File: src/rtl/sift_out_pkg.sv
// Shared definitions for the sift-out adder controller: state encoding,
// default widths/latency and the wait-counter load helper.
package sift_out_pkg;

    localparam int unsigned DEF_ADDER_WIDTH = 32;
    localparam int unsigned DEF_LAT         = 2;
    localparam int unsigned DEF_CNT_W       = 16;
    // Wide enough for the largest legal LAT-1 (14).
    localparam int unsigned LAT_CNT_W       = 4;

    typedef enum logic [1:0] {
        ST_IDLE = 2'd0,
        ST_WAIT = 2'd1,
        ST_RESP = 2'd2
    } ctrl_state_e;

    // Value loaded into the settle counter at accept; the counter's done flag
    // is registered, so loading LAT-1 yields capture LAT+1 edges after accept.
    function automatic logic [LAT_CNT_W-1:0] lat_load_val(input int unsigned lat);
        int unsigned v;
        v = lat - 32'd1;
        return v[LAT_CNT_W-1:0];
    endfunction

endpackage

File: src/rtl/sift_out_lat_cnt.sv
// Loadable down-counter with a registered done flag. done_o rises on the
// edge after the count has reached zero while enabled and stays high until
// the next load.
module sift_out_lat_cnt
    import sift_out_pkg::*;
#(
    parameter int unsigned W = LAT_CNT_W
) (
    input  logic         clk,
    input  logic         rst_n,
    input  logic         load_i,
    input  logic [W-1:0] load_val_i,
    input  logic         en_i,
    output logic         done_o
);

    logic [W-1:0] cnt_q, cnt_d;
    logic         done_q, done_d;

    // Next-state: load has priority, otherwise count down while enabled.
    always_comb begin
        cnt_d  = cnt_q;
        done_d = done_q;
        if (load_i) begin
            cnt_d  = load_val_i;
            done_d = 1'b0;
        end else if (en_i) begin
            if (cnt_q != {W{1'b0}}) begin
                cnt_d = cnt_q - {{(W-1){1'b0}}, 1'b1};
            end else begin
                cnt_d = cnt_q;
            end
            done_d = (cnt_q == {W{1'b0}});
        end else begin
            cnt_d  = cnt_q;
            done_d = done_q;
        end
    end

    // Counter and done flag registers.
    always_ff @(posedge clk or negedge rst_n) begin
        if (!rst_n) begin
            cnt_q  <= {W{1'b0}};
            done_q <= 1'b0;
        end else begin
            cnt_q  <= cnt_d;
            done_q <= done_d;
        end
    end

    assign done_o = done_q;

endmodule

File: src/rtl/sift_out_adder_ctrl.sv
// Initiator-side sequencer for the sift-out fault-tolerant adder. Issues one
// operation at a time, waits the adder settle latency, returns the result and
// owns the K discipline (K=1 on the first issue after reset or reinit).
module sift_out_adder_ctrl
    import sift_out_pkg::*;
#(
    parameter int unsigned ADDER_WIDTH = DEF_ADDER_WIDTH,
    parameter int unsigned LAT         = DEF_LAT,
    parameter int unsigned CNT_W       = DEF_CNT_W
) (
    input  logic                   clk,
    input  logic                   rst_n,
    input  logic                   req_valid,
    output logic                   req_ready,
    input  logic [ADDER_WIDTH-1:0] req_a,
    input  logic [ADDER_WIDTH-1:0] req_b,
    input  logic                   req_cin,
    input  logic                   reinit,
    output logic [ADDER_WIDTH-1:0] add_in1,
    output logic [ADDER_WIDTH-1:0] add_in2,
    output logic                   add_cin,
    output logic                   add_K,
    input  logic [ADDER_WIDTH-1:0] add_sum,
    input  logic                   add_cout,
    output logic                   resp_valid,
    input  logic                   resp_ready,
    output logic [ADDER_WIDTH-1:0] resp_sum,
    output logic                   resp_cout,
    output logic                   busy,
    output logic [CNT_W-1:0]       op_count
);

    localparam logic [LAT_CNT_W-1:0] LAT_LOAD = lat_load_val(LAT);

    ctrl_state_e            state_q, state_d;
    logic [ADDER_WIDTH-1:0] in1_q, in1_d, in2_q, in2_d;
    logic                   cin_q, cin_d;
    logic                   k_q, k_d;
    logic                   pend_q, pend_d;
    logic                   req_ready_q, req_ready_d;
    logic                   resp_valid_q, resp_valid_d;
    logic [ADDER_WIDTH-1:0] sum_q, sum_d;
    logic                   cout_q, cout_d;
    logic                   busy_q, busy_d;
    logic [CNT_W-1:0]       cnt_q, cnt_d;
    logic                   lat_load_s, lat_en_s, lat_done_s;

    sift_out_lat_cnt #(
        .W (LAT_CNT_W)
    ) u_lat_cnt (
        .clk        (clk),
        .rst_n      (rst_n),
        .load_i     (lat_load_s),
        .load_val_i (LAT_LOAD),
        .en_i       (lat_en_s),
        .done_o     (lat_done_s)
    );

    // Next-state and registered-output computation for the IDLE/WAIT/RESP sequencer.
    always_comb begin
        state_d      = state_q;
        in1_d        = in1_q;
        in2_d        = in2_q;
        cin_d        = cin_q;
        k_d          = k_q;
        // reinit is sticky in every state; it is consumed only at an accept.
        pend_d       = pend_q | reinit;
        req_ready_d  = req_ready_q;
        resp_valid_d = resp_valid_q;
        sum_d        = sum_q;
        cout_d       = cout_q;
        cnt_d        = cnt_q;
        lat_load_s   = 1'b0;
        lat_en_s     = 1'b0;
        case (state_q)
            ST_IDLE: begin
                if (req_valid && req_ready_q) begin
                    in1_d       = req_a;
                    in2_d       = req_b;
                    cin_d       = req_cin;
                    // A reinit arriving on the accept cycle applies to this op.
                    k_d         = pend_q | reinit;
                    pend_d      = 1'b0;
                    lat_load_s  = 1'b1;
                    req_ready_d = 1'b0;
                    state_d     = ST_WAIT;
                end else begin
                    state_d = ST_IDLE;
                end
            end
            ST_WAIT: begin
                lat_en_s = 1'b1;
                if (lat_done_s) begin
                    sum_d        = add_sum;
                    cout_d       = add_cout;
                    resp_valid_d = 1'b1;
                    // Once an operation has completed, later ones run with K=0.
                    k_d          = 1'b0;
                    state_d      = ST_RESP;
                end else begin
                    state_d = ST_WAIT;
                end
            end
            ST_RESP: begin
                if (resp_ready) begin
                    resp_valid_d = 1'b0;
                    cnt_d        = cnt_q + {{(CNT_W-1){1'b0}}, 1'b1};
                    req_ready_d  = 1'b1;
                    state_d      = ST_IDLE;
                end else begin
                    state_d = ST_RESP;
                end
            end
            default: begin
                state_d      = ST_IDLE;
                req_ready_d  = 1'b1;
                resp_valid_d = 1'b0;
            end
        endcase
        busy_d = (state_d != ST_IDLE);
    end

    // State and output registers; reset aborts any operation and restores K=1.
    always_ff @(posedge clk or negedge rst_n) begin
        if (!rst_n) begin
            state_q      <= ST_IDLE;
            in1_q        <= {ADDER_WIDTH{1'b0}};
            in2_q        <= {ADDER_WIDTH{1'b0}};
            cin_q        <= 1'b0;
            k_q          <= 1'b1;
            pend_q       <= 1'b1;
            req_ready_q  <= 1'b1;
            resp_valid_q <= 1'b0;
            sum_q        <= {ADDER_WIDTH{1'b0}};
            cout_q       <= 1'b0;
            busy_q       <= 1'b0;
            cnt_q        <= {CNT_W{1'b0}};
        end else begin
            state_q      <= state_d;
            in1_q        <= in1_d;
            in2_q        <= in2_d;
            cin_q        <= cin_d;
            k_q          <= k_d;
            pend_q       <= pend_d;
            req_ready_q  <= req_ready_d;
            resp_valid_q <= resp_valid_d;
            sum_q        <= sum_d;
            cout_q       <= cout_d;
            busy_q       <= busy_d;
            cnt_q        <= cnt_d;
        end
    end

    assign req_ready  = req_ready_q;
    assign add_in1    = in1_q;
    assign add_in2    = in2_q;
    assign add_cin    = cin_q;
    assign add_K      = k_q;
    assign resp_valid = resp_valid_q;
    assign resp_sum   = sum_q;
    assign resp_cout  = cout_q;
    assign busy       = busy_q;
    assign op_count   = cnt_q;

endmodule

File: config.mk
export PLATFORM = sky130hd
export DESIGN_NAME = sift_out_adder_ctrl
export DESIGN_NICKNAME = d
export VERILOG_FILES = /design/src/rtl/sift_out_pkg.sv /design/src/rtl/sift_out_lat_cnt.sv /design/src/rtl/sift_out_adder_ctrl.sv
export SDC_FILE = /design/constraint.sdc
export NUM_CORES = 1
export LEC_CHECK = 0
export ABC_AREA = 1
export CELL_PAD_IN_SITES_DETAIL_PLACEMENT = 1
export CELL_PAD_IN_SITES_GLOBAL_PLACEMENT = 1
export CORE_ASPECT_RATIO = 1.75
export CORE_MARGIN = 3
export CORE_UTILIZATION = 33
export DETAILED_ROUTE_END_ITERATION = 6
export PLACE_DENSITY_LB_ADDON = 0.1
export RECOVER_POWER = 50
export SYNTH_ARGS = -nofsm -noshare
export SYNTH_HDL_FRONTEND = slang
export SYNTH_HIERARCHICAL = 1
export SYNTH_SLANG_ARGS = --single-unit
File: constraint.sdc
create_clock -name clk -period 3.1 [get_ports clk]
set_clock_uncertainty 0.1 [all_clocks]
set_input_delay 0.62 -clock clk [delete_from_list [all_inputs] [get_ports clk]]
set_output_delay 0.62 -clock clk [all_outputs]
set_load 0.005 [all_outputs]
==> impl_metrics.tcl, run 1 <==
set metrics [dict create \
    power_density_mw_per_mm2 966 \
    rsz0062_at_grt "no" \
    yosys.area_share.adder_pct 0.724 \
    status "completed" \
    num_io_pins 221 \
    ctsHoldBuffers 0 \
    fin_util_pct 52.8 \
    grt_start_max_net_pins 70 \
    synth_mux_area_share_pct 0 \
    critPathBufInv 2 \
    fill_cells 1791 \
    die_x_um 101 \
    nNetsFinal 928 \
    maxCapViolCount 0 \
    synth_top_family_by_area "simple AND/OR/NAND/NOR gates" \
    core_area_mm2 0.0154 \
    ys_warn_count 6 \
    internal-power_uw 5270 \
    portBuffers 220 \
    rrSetupSlack_ns 0.85 \
    wl_um 16800 \
    clockBufferDepth 2 \
    tritoncts "yes" \
    via_per_inst 4.65 \
    clock-root-buffer "clkbuf_16" \
    finalHoldViolations 0 \
    grt_pass1_vias 5279 \
    end_kind "flip-flop" \
    grt_use_total_pct 20.0 \
    ir_worst_vdd_mv 0.415 \
    clk_pin_slew_ns 0.06 \
    r2r_cells 6 \
    gp_congestion 0.782 \
    drtIter0Drc 156 \
    r2r_start "state_q[1]$_DFF_PN0_" \
    synth_top_area_share_pct 59.4 \
    async_flop_share_pct 100 \
    drv_slew 0 \
    crit_required_ns 3.27 \
    worstPathCellList "dlygate4sd3_1, nand3_1, clkbuf_2, o21ai_0" \
    drive_gt1_share_pct 6.11 \
    p_sw_share_pct 32.9 \
    period_share_pct 77.6 \
    vias 4757 \
    cts_setup_buffers 0 \
    drc 0 \
    synth_edf_count 0 \
    worstMarginPinSlew_ns 1.33 \
    start_util_pct 33.7 \
    wl_per_cell_um 16.5 \
    ys.flop_type "dfrtp_1" \
    synth_compound_area_share_pct 1.06 \
    p_comb_share_pct 38.4 \
    seq_area_mm2 0.00316 \
    drtAntennaViolNets 0 \
    h-tree-depth 4 \
    setup_viol 0 \
    synth.area.top_cells "dfrtp_1 (59%), nand2_1 (22%), nand3_1 (4.3%), nor2_1 (1.7%), inv_1 (1.7%)" \
    ys_seq_elements 126 \
    cp-start-kind "input port" \
    overflow 0 \
    syn_avg_cell_area_um2 8.64 \
    power.share.clock_pct 26.2 \
    synthSimpleGateAreaFrac_pct 30.9 \
    critical_path_class "input port to flip-flop" \
    fin_crit_ns 2.41 \
    synth_cells 600 \
    slew_headroom_pct 11.6 \
    multi_input_area_mm2 0.00178 \
    min_path_type "input port to asynchronous set/reset pin" \
    yosysMostFrequentCell "nand2_1" \
    fin_tns_setup_ns 0 \
    die_h_um 172 \
    rows 60 \
    path_max_fanout 69 \
    reg2reg_to "add_K$_DFFE_PN1P_" \
    yosysTopAreaCell "dfrtp_1" \
    synthXorXnorAreaFrac_pct 1.69 \
    p_sw_uw 2590 \
    arrival_ns 2.58 \
    seqPwrFrac_pct 35.4 \
    p_leak_uw 0.00399 \
    die-area_mm2 0.0173 \
    clock-sinks 126 \
    cpMaxStageDelayCell "clkbuf_2" \
    numCtsBuffers 17 \
    ctsResizeCount 0 \
    netlist_area_mm2 0.00518 \
    place_hpwl_um 12300 \
    syn_to_final_growth_pct 56.8 \
    synth_cell_types 26 \
    cpPeakStageDelay_ns 0.99 \
    critPathTopFamily "buffers and inverters" \
    insertion_delay_ns 0.40 \
    dr.pass1.iters 4 \
    synth-seq-area-share_pct 60.9 \
    grt_pass1_wl_um 27100 \
    max_freq_mhz 416 \
    antenna_found_initial 2 \
    synth_commonest_cells "nand2_1 (308), dfrtp_1 (123), nand3_1 (45)" \
]
layout make-up:
| type | count | area share, % |
|---|---|---|
| repair buffers | 225 | 27.5 |
| diodes | 2 | 0.0616 |
| well taps | 186 | 2.86 |
| clock inverters | 15 | 2.31 |
| multi-input cells | 424 | 21.9 |
| clock buffers | 17 | 5.23 |
| flip-flops and latches | 126 | 38.8 |
| inverters | 28 | 1.29 |
worst register-to-register path, delay by kind of cell, from the launching register on:
| family | cells | cell delay (ns) |
|---|---|---|
| simple gates | 3 | 0.88 |
| buf+inv | 2 | 0.57 |
| flops | 1 | 0.43 |
| compound gates | 1 | 0.13 |
layer usage:
layer | share of wire, % | vias to the layer above | track usage, %
met4 | 2.4 | 0 | 8.45
met3 | 5.8 | 25 | 5.15
li1 | - | 2287 | -
met1 | 36 | 2285 | 22.0
met5 | 0 | - | 0
met2 | 56 | 160 | 36.1
cells by family after synthesis:
group                      after synthesis
buffers and inverters                   52
other                                    2
AOI/OAI and AO/OA                       11
and+or+nand+nor                        396
adders and majority gates                3
xor gates and xnor gates                10
DFF                                    126
placed cells by master, fill, tap and decap left out:
cell and count:
nand4_1 4, xor2_1 7, inv_8 2, a21oi_1 2, nand2_2 2, dfstp_2 3
buf_4 1, inv_6 2, nor3_1 6, ha_1 3, inv_1 24, dlygate4sd3_1 2
nand2_1 308, clkbuf_2 4, dfrtp_1 123, nand2_4 1, o21ai_0 7, clkbuf_16 17
inv_2 4, bufinv_16 3, conb_1 4, nor2_2 3, xnor2_1 3, nor2_1 25
o21ai_1 2, diode_2 2, nand3_1 47, clkinv_2 3, buf_12 1, clkinv_4 4
clkdlybuf4s50_1 217, clkinvlp_4 1
how the worst max path moves through the flow:
stage,cells after the start,slack [ns],start,end
6_report,4,0.69,req_valid,add_K$_DFFE_PN1P_
5_1_grt,4,0.38,req_valid,state_q[0]$_DFF_PN0_
4_1_cts,6,0.78,state_q[1]$_DFF_PN0_,add_K$_DFFE_PN1P_
3_5_place_dp,6,0.83,state_q[1]$_DFF_PN0_,add_K$_DFFE_PN1P_
3_3_place_gp,6,0.84,state_q[1]$_DFF_PN0_,add_K$_DFFE_PN1P_
2_1_floorplan,9,1.48,req_valid,u_lat_cnt/cnt_q[2]$_DFFE_PN0P_
stage by stage:
stage / setup slack, ns / cells / total power (uW) / instance area (um^2) / hold slack (ns)
after floorplan: 1.48 / 602 / 3990 / 5190 / 0.224
after global placement: 0.844 / 989 / 5760 / 7560 / 0.354
after detailed placement: 0.826 / 989 / 5890 / 7560 / 0.359
after CTS: 0.778 / 1021 / 8020 / 8180 / 0.136
after global routing: 0.378 / 1023 / 8460 / 8130 / 0.401
final: 0.694 / 1023 / 7850 / 8130 / 0.321
power by group through the flow:
stage / clock network, uW / logic (uW) / registers [uW]
floorplan: 0 / 1190 / 2810
global placement: 0 / 2990 / 2770
detailed placement: 0 / 3090 / 2800
CTS: 2110 / 3120 / 2790
global route: 2200 / 3390 / 2880
finish: 2060 / 3020 / 2780
state kept, by name (all words and copies together), names as in the netlist:
signal            count
state_q               2
u_lat_cnt/done_o      1
busy                  1
resp_valid            1
add_in2              32
add_in1              32
add_cin               1
op_count             16
pend_q                1
resp_cout             1
add_K                 1
resp_sum             32
req_ready             1
u_lat_cnt/cnt_q       4
Note: power is estimated with default switching activity, not from simulation.
==> inputs of run 2 (changes only) <==
Settings changed: CORE_UTILIZATION 33 to 30.
Clock period 3.1 ns to 2.3 ns, I/O delays scaled along.
==> impl_metrics.tcl, run 2 (synthesized netlist as in run 1, its figures left out) <==
set metrics [dict create \
    wl_per_cell_um 16.1 \
    final_cell_mix "nand2_1 (308), clkdlybuf4s50_1 (218), dfrtp_1 (123), nand3_1 (46), nor2_1 (26)" \
    insertion_delay_ns 0.41 \
    core_area_mm2 0.0169 \
    layout_commonest_cell "nand2_1" \
    finalHoldViolations 0 \
    drtAntennaViolNets 0 \
    worstPathCellList "clkdlybuf4s50_1" \
    fin_tns_setup_ns 0 \
    path_max_fanout 3 \
    dr.pass1.iters 4 \
    fill_cells 2002 \
    vias 4809 \
    setup_viol 0 \
    syn_to_final_growth_pct 57.8 \
    r2r_start "state_q[1]$_DFF_PN0_" \
    status "completed" \
    slew_headroom_pct 41.2 \
    drv_slew 0 \
    clock-sinks 126 \
    rows 63 \
    power_density_mw_per_mm2 1270 \
    worstMarginPinSlew_ns 0.881 \
    setup_ws_ns 0.256 \
    via_per_inst 4.51 \
    p_leak_uw 0.00397 \
    antenna_found_initial 1 \
    cpPeakStageDelay_ns 0.55 \
    grt_use_total_pct 18.5 \
    portBuffers 220 \
    cpMaxStageDelayCell "dfstp_2" \
    period_share_pct 88.9 \
    arrival_ns 1.48 \
    grt_pass1_wl_um 27800 \
    end_kind "output pin" \
    gp_congestion 0.771 \
    tritoncts "yes" \
    ctsResizeCount 0 \
    overflow 0 \
    hold_start "resp_sum[24]$_DFFE_PN0P_" \
    wl_um 17100 \
    grt_pass1_vias 5191 \
    num_io_pins 221 \
    drive_gt1_share_pct 6.32 \
    reg2reg_to "u_lat_cnt/cnt_q[2]$_DFFE_PN0P_" \
    critPathBufInv 1 \
    clock-root-buffer "clkbuf_16" \
    crit_required_ns 1.74 \
    drtIter0Drc 162 \
    rrSetupSlack_ns 0.37 \
    min_path_type "flip-flop to flip-flop" \
    power_uw 10400 \
    ir_worst_vdd_mv 0.695 \
    maxCapViolCount 0 \
    post-place-ws_ns 0.232 \
    critPathTopFamily "flip-flops" \
    cp-start-kind "flip-flop" \
    die-area_mm2 0.0190 \
    rsz0062_at_grt "no" \
    numCtsBuffers 17 \
    seq_area_mm2 0.00316 \
    h-tree-depth 4 \
    die_x_um 105 \
    nNetsFinal 932 \
    drc 0 \
    die_h_um 180 \
    r2r_cells 8 \
    critical_path_class "flip-flop to output pin" \
    clockBufferDepth 2 \
    ctsHoldBuffers 1 \
    clk_pin_slew_ns 0.06 \
    cts_setup_buffers 0 \
    fin_util_pct 48.3 \
    fin_crit_ns 2.04 \
    holdPathStages 2 \
    grt_start_max_net_pins 65 \
    min_to "resp_sum[24]$_DFFE_PN0P_" \
    multi_input_area_mm2 0.00178 \
    start_util_pct 30.6 \
    max_freq_mhz 489 \
    place_hpwl_um 12600 \
]
run 2: report_power, final:
group	switching, uW	total [uW]	internal (uW)
Sequential	555	3740	3180
Clock	1020	2570	1550
Combinational	1890	4110	2210
run 2: metrics by stage:
| step | cells | hold WS [ns] | area (um^2) |
|---|---|---|---|
| 4_1_cts | 1066 | 0.375 | 8220 |
| 3_5_place_dp | 1033 | 0.355 | 7640 |
| 6_report | 1067 | 0.370 | 8180 |
| 2_1_floorplan | 602 | 0.0644 | 5190 |
| 3_3_place_gp | 1033 | 0.354 | 7640 |
| 5_1_grt | 1067 | 0.393 | 8180 |
run 2: final cells by class:
class	count	area share, %
diodes	1	0.0306
clock buffers	20	5.58
clock inverters	12	1.38
inverters	28	1.28
multi-input cells	424	21.8
flip-flops and latches	126	38.6
well taps	227	3.47
repair buffers	229	27.9
run 2: how the worst max path moves through the flow:
stage | cells after the start | end | slack (ns) | from
final | 1 | req_ready | 0.26 | req_ready$_DFFE_PN1P_
after global routing | 3 | add_in2[28]$_DFFE_PN0P_ | 0.12 | rst_n
after floorplan | 8 | u_lat_cnt/cnt_q[3]$_DFFE_PN0P_ | 0.77 | req_ready$_DFFE_PN1P_
after CTS | 1 | req_ready | 0.23 | req_ready$_DFFE_PN1P_
after detailed placement | 6 | op_count[15]$_DFFE_PN0P_ | 0.23 | resp_ready
after global placement | 8 | u_lat_cnt/cnt_q[2]$_DFFE_PN0P_ | 0.33 | req_valid
run 2: metal layers:
layer | GRT usage (%) | up-vias | routed length, um | share of wire, %
met2 | 34.2 | 144 | 9540 | 56
met4 | 6.10 | 0 | 344 | 2.0
li1 | - | 2295 | - | -
met3 | 5.07 | 22 | 975 | 5.7
met5 | 0 | - | 0 | 0
met1 | 20.0 | 2348 | 6280 | 37
